--- config.mk ---
export PLATFORM = sky130hd
export DESIGN_NAME = sevenseg_scan
export DESIGN_NICKNAME = d
export VERILOG_FILES = /design/src/rtl/sevenseg_scan.sv
export SDC_FILE = /design/constraint.sdc
export NUM_CORES = 1
export LEC_CHECK = 0
export CAP_MARGIN = 15
export CORE_MARGIN = 2
export CORE_UTILIZATION = 23
export DETAILED_ROUTE_END_ITERATION = 16
export PLACE_DENSITY_LB_ADDON = 0.1
export SYNTH_ARGS = -nofsm -noshare
export SYNTH_HDL_FRONTEND = slang
export SYNTH_SLANG_ARGS = --single-unit
--- constraint.sdc ---
create_clock -name system1000 -period 3.2 [get_ports system1000]
set_clock_uncertainty 0.2 [all_clocks]
set_input_delay 0.64 -clock system1000 [delete_from_list [all_inputs] [get_ports system1000]]
set_output_delay 0.64 -clock system1000 [all_outputs]
set_load 0.02 [all_outputs]
--- src/rtl/sevenseg_scan.sv ---
// -----------------------------------------------------------------------------
// sevenseg_scan
//
// Multiplexed four-digit seven-segment scanner. A refresh prescaler divides
// the system clock into digit slots of PRESCALE cycles; at the end of every
// slot the digit register steps through the 2-bit successor (3 -> 0, else +1).
// A 16-bit hex value plus four decimal points is captured into a shadow
// register on load_i. The shadow is copied into the display register only at
// the frame boundary (last cycle of digit 3), so a frame never mixes old and
// new digits. The first BLANK cycles of every slot keep all anodes off so the
// previous digit's segments do not ghost onto the next anode.
//
// Ports
//   system1000       in   clock, rising-edge active
//   system1000_rstn  in   asynchronous active-low reset
//   value_i   [15:0] in   four hex digits, digit k = value_i[4k+3:4k]
//   dp_i      [3:0]  in   decimal point per digit, 1 = lit
//   load_i           in   capture value_i/dp_i into the shadow register
//   blank_i          in   force the display dark while high
//   seg_o     [6:0]  out  segments a..g (bit 0 = a), active-low, registered
//   dp_o             out  decimal point, active-low, registered
//   an_o      [3:0]  out  digit anodes, active-low, at most one low, registered
//   digit_o   [1:0]  out  current digit register
//   frame_o          out  one-cycle pulse at each frame start, registered
// -----------------------------------------------------------------------------
module sevenseg_scan #(
    parameter int PRESCALE = 50000,
    parameter int BLANK    = 16
) (
    input  logic        system1000,
    input  logic        system1000_rstn,
    input  logic [15:0] value_i,
    input  logic [3:0]  dp_i,
    input  logic        load_i,
    input  logic        blank_i,
    output logic [6:0]  seg_o,
    output logic        dp_o,
    output logic [3:0]  an_o,
    output logic [1:0]  digit_o,
    output logic        frame_o
);

    localparam int PC_W = (PRESCALE > 2) ? $clog2(PRESCALE) : 1;
    localparam logic [PC_W-1:0] PC_LAST = PC_W'(PRESCALE - 1);

    logic [PC_W-1:0] prescaleCnt;
    logic [1:0]      digitReg;
    logic [15:0]     shadowValue;
    logic [3:0]      shadowDp;
    logic [15:0]     dispValue;
    logic [3:0]      dispDp;

    logic            slotWrap;
    logic            frameEdge;
    logic            inBlankWindow;
    logic            darkNow;
    logic [3:0]      curNibble;
    logic            curDp;

    // Active-high gfedcba glyph for one hex nibble.
    function automatic logic [6:0] decodeHex(input logic [3:0] nib);
        logic [6:0] pat;
        case (nib)
            4'h0:    pat = 7'h3F;
            4'h1:    pat = 7'h06;
            4'h2:    pat = 7'h5B;
            4'h3:    pat = 7'h4F;
            4'h4:    pat = 7'h66;
            4'h5:    pat = 7'h6D;
            4'h6:    pat = 7'h7D;
            4'h7:    pat = 7'h07;
            4'h8:    pat = 7'h7F;
            4'h9:    pat = 7'h6F;
            4'hA:    pat = 7'h77;
            4'hB:    pat = 7'h7C;
            4'hC:    pat = 7'h39;
            4'hD:    pat = 7'h5E;
            4'hE:    pat = 7'h79;
            default: pat = 7'h71;
        endcase
        return pat;
    endfunction

    // Digit-select successor: 3 wraps to 0, otherwise +1.
    function automatic logic [1:0] digitNext(input logic [1:0] cur);
        return (cur == 2'd3) ? 2'd0 : cur + 2'd1;
    endfunction

    assign slotWrap  = (prescaleCnt == PC_LAST);
    assign frameEdge = slotWrap && (digitReg == 2'd3);

    // With no blanking window the comparison would be constant-false, so it
    // is left out entirely rather than compared against zero.
    generate
        if (BLANK == 0) begin : gNoBlank
            assign inBlankWindow = 1'b0;
        end else begin : gBlank
            localparam logic [PC_W-1:0] BLANK_PC = PC_W'(BLANK);
            assign inBlankWindow = (prescaleCnt < BLANK_PC);
        end
    endgenerate

    assign darkNow = inBlankWindow || blank_i;

    always_comb begin
        curNibble = dispValue[3:0];
        curDp     = dispDp[0];
        case (digitReg)
            2'd0: begin
                curNibble = dispValue[3:0];
                curDp     = dispDp[0];
            end
            2'd1: begin
                curNibble = dispValue[7:4];
                curDp     = dispDp[1];
            end
            2'd2: begin
                curNibble = dispValue[11:8];
                curDp     = dispDp[2];
            end
            default: begin
                curNibble = dispValue[15:12];
                curDp     = dispDp[3];
            end
        endcase
    end

    // Refresh prescaler and digit register.
    always_ff @(posedge system1000 or negedge system1000_rstn) begin
        if (!system1000_rstn) begin
            prescaleCnt <= '0;
            digitReg    <= 2'd0;
        end else begin
            if (slotWrap) begin
                prescaleCnt <= '0;
                digitReg    <= digitNext(digitReg);
            end else begin
                prescaleCnt <= prescaleCnt + PC_W'(1);
            end
        end
    end

    // Shadow captures on any load; the display register only takes the
    // pre-edge shadow at the frame boundary, so a load on that same edge
    // appears one frame later.
    always_ff @(posedge system1000 or negedge system1000_rstn) begin
        if (!system1000_rstn) begin
            shadowValue <= '0;
            shadowDp    <= '0;
            dispValue   <= '0;
            dispDp      <= '0;
        end else begin
            if (load_i) begin
                shadowValue <= value_i;
                shadowDp    <= dp_i;
            end
            if (frameEdge) begin
                dispValue <= shadowValue;
                dispDp    <= shadowDp;
            end
        end
    end

    // Registered display drive, one cycle behind the scan state.
    always_ff @(posedge system1000 or negedge system1000_rstn) begin
        if (!system1000_rstn) begin
            seg_o   <= 7'h7F;
            dp_o    <= 1'b1;
            an_o    <= 4'hF;
            frame_o <= 1'b0;
        end else begin
            frame_o <= frameEdge;
            if (darkNow) begin
                seg_o <= 7'h7F;
                dp_o  <= 1'b1;
                an_o  <= 4'hF;
            end else begin
                seg_o <= ~decodeHex(curNibble);
                dp_o  <= ~curDp;
                an_o  <= ~(4'b0001 << digitReg);
            end
        end
    end

    assign digit_o = digitReg;

endmodule

=== Word-level counts from Yosys, hierarchy flattened ===
Memory sizes are Yosys's and may differ from the RTL's.
Index checks and enable logic that the tools add are counted.

* Memories: 1
* Bits in latches: 0
* Memory bits (read-only): 112
* Input port bits: 24
* Register bits after elaboration: 71
* Output and inout bits: 15
* Bits in writable memories: 0
* Word-level logic and storage cells: 33

{| class="wikitable"
|+ Memories
! name !! words !! width !! read ports !! clocked after memory_dff !! write ports !! RTL line !! RTL
|-
| (no name shown) || 16 || 7 || 1 || 0 || 0 || 63 || <nowiki>case (nib)</nowiki>
|}

* Multiply operators: 0
* $lt $le $gt $ge: 1
* Reductions and logical operators: 3
* Equality and inequality tests: 4
* Add/subtract/negate cells: 2
* Shift operators: 1
* Div/mod/pow operators: 0
* Mux-type cells: 8
* Bitwise gates (word level): 3

{| class="wikitable"
|+ Operators with widths
! cell !! count
|-
| adder 16 x 1 -> 16 bit (second input constant) || 1
|-
| equality test 16 bit (second input constant) || 1
|-
| < comparator 16 x 5 -> 1 bit (second input constant) || 1
|-
| two-way mux 16 bit || 1
|-
| two-way mux 7 bit || 2
|-
| case mux 4 bit (3 select lines) || 1
|-
| NOT 7 bit || 1
|-
| equality test 2 bit (second input constant) || 2
|-
| two-way mux 4 bit || 1
|-
| NOT 4 bit || 1
|-
| << shifter 1 x 2 -> 4 bit (first input constant) || 1
|-
| case mux 1 bit (3 select lines) || 1
|-
| adder 2 x 1 -> 2 bit (second input constant) || 1
|-
| equality test 2 x 1 -> 1 bit (second input constant) || 1
|-
| logical NOT 2 bit || 1
|-
| two-way mux 2 bit || 1
|-
| logical AND 1 bit || 1
|-
| logical OR 1 bit || 1
|-
| two-way mux 1 bit || 1
|-
| NOT 1 bit || 1
|}

=== Depth between registers and ports, before layout ===
Gate-level depths: netlist of run 1.
An unclocked memory read counts as a cell.

* Word-level depth: 6
* Depth in mapped cells: 11
* Mapped depth without buffers: 11

=== Worst setup path before layout of run 1 ===
Ideal clock, no wire load.

* Path type: flip-flop to flip-flop
* From: register digitReg[0] (netlist: digit_o[0])
* To: register seg_o[3]
* Slack: 0.404 ns
* Setup time: 0.090 ns
* Arrival: 2.506 ns
* Stages on the path, launching flop included: 12
* Buffers on the path: 2
* Required time: 2.910 ns
* Period minus slack after synthesis: 2.796 ns
* Cell sequence: dfrtp_1 > ha_1 > buf_2 > clkbuf_1 > mux2i_1 > inv_1 > ha_1 > mux2_2 > nand2_1 > o2111ai_1 > o311ai_0 > nand2_1

* Word-level cells in the longest chain between the ends: 6
* Elaborated cells between the ends (all ways): 8
* Those cells by class: eq/ne: 2; mux: 3; bitwise: 1; reduce/logical: 1; memory: 1

{| class="wikitable"
|+ RTL lines
! what !! RTL line !! RTL
|-
| from (decl) || 47 || <nowiki>logic [1:0] digitReg;</nowiki>
|-
| from (signal assigned) || 136 || <nowiki>digitReg <= digitNext(digitReg);</nowiki>
|-
| equality test 2 bit, or another cell as far along || 108 || <nowiki>case (digitReg)</nowiki>
|-
| case mux 4 bit (3 select lines) (*) || 108 ||
|-
| memory read (16 x 7 bit) (*) || n/a ||
|-
| two-way mux 7 bit (*) || 173 || <nowiki>if (darkNow) begin</nowiki>
|-
| NOT 7 bit (*) || 178 || <nowiki>seg_o <= ~decodeHex(curNibble);</nowiki>
|-
| two-way mux 7 bit (*) || 173 ||
|-
| to (signal assigned) || 178 ||
|-
| to (decl) || 36 || <nowiki>output logic [6:0] seg_o,</nowiki>
|}

Every way passes the cells marked *; elsewhere a longest branch is shown, timed or not. The select of a mux whose other input is x is not followed.
A chain may end at the register's enable or synchronous reset.

=== Worst setup path in the final report of run 1 ===
Ends and elaborated chain as after synthesis.

==> results.md, run 1 <==
- The flow ran to the end, and the final reports show no timing, DRC or antenna violations.
- The TritonCTS sink count is 71.
- The number of maximum-capacitance constraint violations is 0.
- The cell chosen for the clock root is sky130_fd_sc_hd__clkbuf_16.
- The detail route stage leaves a number of antenna-violating nets equal to 0.
- The remaining global-route overflow is 0.
- The number of nets in the synthesized netlist is 281.
- The number of placed instances with taps included is between 400 and 500.
- Across the whole layout, storage elements account for between 1500 and 2000 µm².
- During synthesis, Yosys emitted a total of 0 warnings.
- The number of antenna diodes in the final layout is 0.
- During I/O placement, the number of pins put on the boundary was 39.
- The number of endpoints failing setup at the final stage is 0.
- At the later pin of the worst-skew pair, clock insertion delay measures 340 ps.
- The switching power is roughly 0.45 mW.
- Internal power comes to 1.61 mW.
- The wire length of the first global-routing pass is 11200 µm.
- TritonCTS built the clock tree.
- Routability-driven placement finished with a final weighted congestion of 0.761.
- The number of global-route vias before repair is ~2000.
- The initial detailed-routing violation count is 136.
- The post-detailed-placement half-perimeter wirelength is 4950 µm.
- Of the cells placed in the final design, the portion with a size suffix greater than 1 is 27.4%.
- The startpoint type of the worst setup path is a flop.
- The number of antenna violations at the first check in global routing is 0.
- Net switching is 21.7% of the power.
- In the final layout, the multi-input gates occupy ~1400 µm².
- The routed design uses 341 µm of met3 wire.
- For the final routed database, the setup TNS stands at 0 ps.
- The category of the critical setup timing path is reg2reg.
- The distinct cell type count of the synthesized netlist is 34.
- The endpoint type of the worst setup path is a flop.
- The clock network is responsible for 49.0% of the overall power.
- The number of hold-slack violations in the final timing report is 0.
- The sequential share of the synthesized area is 55.3%.
- In this run the deepest clock path goes through 2 buffers.
- The routed via count is 2007.
- In this run the horizontal extent of the chip is 123 µm.
- For this block, wires on met1 add up to 3470 µm.
- Setup repair after global routing left no endpoint under its margin.
- The core region is between 10000 and 15000 µm².
- The cell count after synthesis is 246.
- Timing would allow up to 342 MHz.
- The fraction of power consumed by sequential logic is between 40% and 50%.
- The post-detailed-routing wire length is 6990 µm.
- After floorplanning, the core was divided into 43 placement rows.
- The net count reported at finish is 329.
- The overall global routing resource usage is between 10 and 15%.
- The number of standard cells in the layout, taps in and fillers out is around 480.
- Synthesis inferred 71 register bits.
- The pre-antenna-repair detailed-routing pass consisted of 4 iterations.
- The path type of the worst min-delay path is reg2reg.
- The area growth from synthesis to layout is 28.6%.
- The number of clock buffers added by TritonCTS is 9.
- The part of the cycle the worst path needs is 91.5%.
- For the worst setup path, the data required time is 3240 ps.
- From bottom edge to top edge, the die measures between 100 and 150 µm.
- The analysis attributes to cell leakage a power of 1.85 nW.
- STA puts the critical path data arrival time at roughly 3000 ps.
- Combinational logic burns between 5 and 6% of the power.
- The transition time of the tightest slew-check pin is around 800 ps.
- The total count of max-transition violations in the final report is 0.
- Wire segments on met2 add up to 3040 µm in the final route.
- VDD sags by at most 209 µV.
- The die covers approximately 15000 µm².
- The clock transition at the registers of the reported paths is 60 ps.
- During placement, the flow inserted port buffers numbering 38.
- The mapped netlist covers 3240 µm².
- In this run the power density over the cells is 494 nW/µm².
- The clock period minus worst slack is about 2900 ps.
- The filler cells instantiated in the layout total 1403.
- The average wire per standard cell is 14.6 µm.
- Once the floorplan was initialized, standard cells occupied 23.4% of the core.
- The H-tree generated during clock tree synthesis spans 3 levels.
- The worst reg-to-reg setup slack is 270 ps.
- A synthesized cell averages 13.2 µm².
- The top routing layer in use is met4.
- The remaining design rule violation count is 0.
- The relative slew slack is 47.7%.
- The vias per cell is 4.19.
- The highest net fanout along the worst path is 6.
- The maximum number of pins on one net before global-route repair is 46.
==> metal layers <==
metal / GRT usage (%) / vias up
met4: 4.81 / 0
met5: 0 / -
met3: 3.39 / 11
met1: 13.9 / 971
li1: - / 972
met2: 14.2 / 53
==> layout make-up <==
| class | count | share of cell area (%) |
|---|---|---|
| clock buffers | 10 | 5.74 |
| clock inverters | 6 | 1.44 |
| inverters | 9 | 0.812 |
| multi-input cells | 158 | 32.9 |
| flip-flops and latches | 71 | 43.0 |
| well taps | 180 | 5.41 |
| repair buffers | 45 | 10.6 |
==> layout by cell type, fill, tap and decap left out, types with 3 or more instances in the layout <==
cell type	instances
sky130_fd_sc_hd__o21ai_0	4
sky130_fd_sc_hd__and3_1	4
sky130_fd_sc_hd__mux2i_1	6
sky130_fd_sc_hd__xnor2_1	3
sky130_fd_sc_hd__mux2_2	24
sky130_fd_sc_hd__a222oi_1	5
sky130_fd_sc_hd__o221ai_1	4
sky130_fd_sc_hd__xor2_1	11
sky130_fd_sc_hd__nand3_1	9
sky130_fd_sc_hd__nand2_1	19
sky130_fd_sc_hd__mux2_4	20
sky130_fd_sc_hd__clkinv_2	3
sky130_fd_sc_hd__a21oi_1	4
sky130_fd_sc_hd__nor3_1	3
sky130_fd_sc_hd__clkbuf_16	9
sky130_fd_sc_hd__nor2_1	13
sky130_fd_sc_hd__nor2b_1	3
sky130_fd_sc_hd__clkdlybuf4s50_1	37
sky130_fd_sc_hd__inv_1	9
sky130_fd_sc_hd__ha_1	11
sky130_fd_sc_hd__dfstp_2	12
sky130_fd_sc_hd__dfrtp_1	59
sky130_fd_sc_hd__buf_4	5
==> state kept, by name, summed over array words and instances, names as in the netlist <==
signal and count:
digit_o 2, shadowValue 16, an_o 4, prescaleCnt 16, shadowDp 4, dispDp 4
dp_o 1, dispValue 16, frame_o 1, seg_o 7
==> worst paths after layout <==
kind	startpoint	end	cells past startpoint
hold / removal	prescaleCnt[0]$_DFF_PN0_	prescaleCnt[0]$_DFF_PN0_	1
setup reg to reg	digit_o[0]$_DFFE_PN0N_	seg_o[3]$_DFF_PN1_	11
min in group asynchronous	system1000_rstn	prescaleCnt[12]$_DFF_PN0_	2
max in group asynchronous	system1000_rstn	seg_o[2]$_DFF_PN1_	3
hold reg to reg	prescaleCnt[0]$_DFF_PN0_	prescaleCnt[0]$_DFF_PN0_	1
setup / recovery	digit_o[0]$_DFFE_PN0N_	seg_o[3]$_DFF_PN1_	11
==> cell usage after synthesis <==
cell / n / area, µm²
sky130_fd_sc_hd__a21oi_1: 4 / 20.0
sky130_fd_sc_hd__a222oi_1: 5 / 50.1
sky130_fd_sc_hd__and2_1: 1 / 6.26
sky130_fd_sc_hd__and3_1: 4 / 25.0
sky130_fd_sc_hd__and4_1: 2 / 17.5
sky130_fd_sc_hd__buf_2: 1 / 5.00
sky130_fd_sc_hd__buf_6: 2 / 22.5
sky130_fd_sc_hd__clkbuf_1: 5 / 18.8
sky130_fd_sc_hd__dfrtp_1: 59 / 1480
sky130_fd_sc_hd__dfstp_2: 12 / 315
sky130_fd_sc_hd__ha_1: 11 / 138
sky130_fd_sc_hd__inv_1: 9 / 33.8
sky130_fd_sc_hd__mux2_2: 24 / 270
sky130_fd_sc_hd__mux2_4: 20 / 300
sky130_fd_sc_hd__mux2i_1: 7 / 70.1
sky130_fd_sc_hd__nand2_1: 19 / 71.3
sky130_fd_sc_hd__nand2_2: 1 / 6.26
sky130_fd_sc_hd__nand3_1: 9 / 45.0
sky130_fd_sc_hd__nand3b_1: 1 / 7.51
sky130_fd_sc_hd__nor2_1: 13 / 48.8
sky130_fd_sc_hd__nor2b_1: 3 / 18.8
sky130_fd_sc_hd__nor3_1: 3 / 15.0
sky130_fd_sc_hd__nor4_1: 2 / 12.5
sky130_fd_sc_hd__nor4_4: 1 / 21.3
sky130_fd_sc_hd__o2111ai_1: 1 / 8.76
sky130_fd_sc_hd__o211ai_1: 1 / 7.51
sky130_fd_sc_hd__o21ai_0: 4 / 20.0
sky130_fd_sc_hd__o221ai_1: 4 / 35.0
sky130_fd_sc_hd__o22ai_1: 1 / 6.26
sky130_fd_sc_hd__o311ai_0: 1 / 8.76
sky130_fd_sc_hd__or3_1: 1 / 6.26
sky130_fd_sc_hd__or4_1: 1 / 7.51
sky130_fd_sc_hd__xnor2_1: 3 / 26.3
sky130_fd_sc_hd__xor2_1: 11 / 96.3
==> critical path, cell delays in order, from the launching register on <==
cell	delay (ps)
sky130_fd_sc_hd__dfrtp_1	410
sky130_fd_sc_hd__inv_1	100
sky130_fd_sc_hd__ha_1	280
sky130_fd_sc_hd__a222oi_1	490
sky130_fd_sc_hd__mux2i_2	220
sky130_fd_sc_hd__inv_1	180
sky130_fd_sc_hd__ha_1	290
sky130_fd_sc_hd__mux2_2	270
sky130_fd_sc_hd__nand2_1	60
sky130_fd_sc_hd__o2111ai_1	100
sky130_fd_sc_hd__o311ai_0	120
sky130_fd_sc_hd__nand2_1	90
==> what timing repair did <==
item                                   4_1_cts  5_1_grt
resized for setup                            0        1
setup endpoints to repair                    0        1
endpoints found under the hold margin        7        0
hold buffers                                 1        0
buffers inserted                             0        0
==> cell families after synthesis <==
family	Yosys count	share of synthesized area, %
flip-flops	71	55.3
adder cells (fa/ha/maj)	11	4.25
XOR/XNOR	14	3.79
AND/OR/NAND/NOR	61	9.54
buffers and inverters	17	2.47
AO/OA/AOI/OAI	21	4.83
multiplexers	51	19.8
==> per-stage QoR <==
stage | power [mW] | setup WS, ps | util (%) | hold WS [ps] | cell area [µm²]
finish | 2.06 | 272 | 30.1 | 254 | 4160
global route | 2.16 | 40.2 | 30.1 | 279 | 4160
CTS | 2.10 | 289 | 30.1 | 258 | 4160
detailed placement | 1.07 | 298 | 27.8 | 251 | 3850
global placement | 1.07 | 471 | 27.8 | 246 | 3850
floorplan | 0.999 | 404 | - | 144 | 3240
==> power groups by stage <==
| stage | clock [mW] | sequential, mW | combinational (mW) |
|---|---|---|---|
| floorplan | 0 | 0.964 | 0.0353 |
| global placement | 0 | 0.963 | 0.107 |
| detailed placement | 0 | 0.963 | 0.108 |
| CTS | 1.04 | 0.947 | 0.109 |
| global route | 1.09 | 0.950 | 0.115 |
| finish | 1.01 | 0.946 | 0.105 |
Note: power is estimated with default switching activity, not from simulation.
==> run 2: changes to the inputs <==
Settings changed: ABC_CLOCK_PERIOD_IN_PS set to 3200.
==> results of run 2 <==
No change in the layout: final DEF, timing and power equal those of run 1.
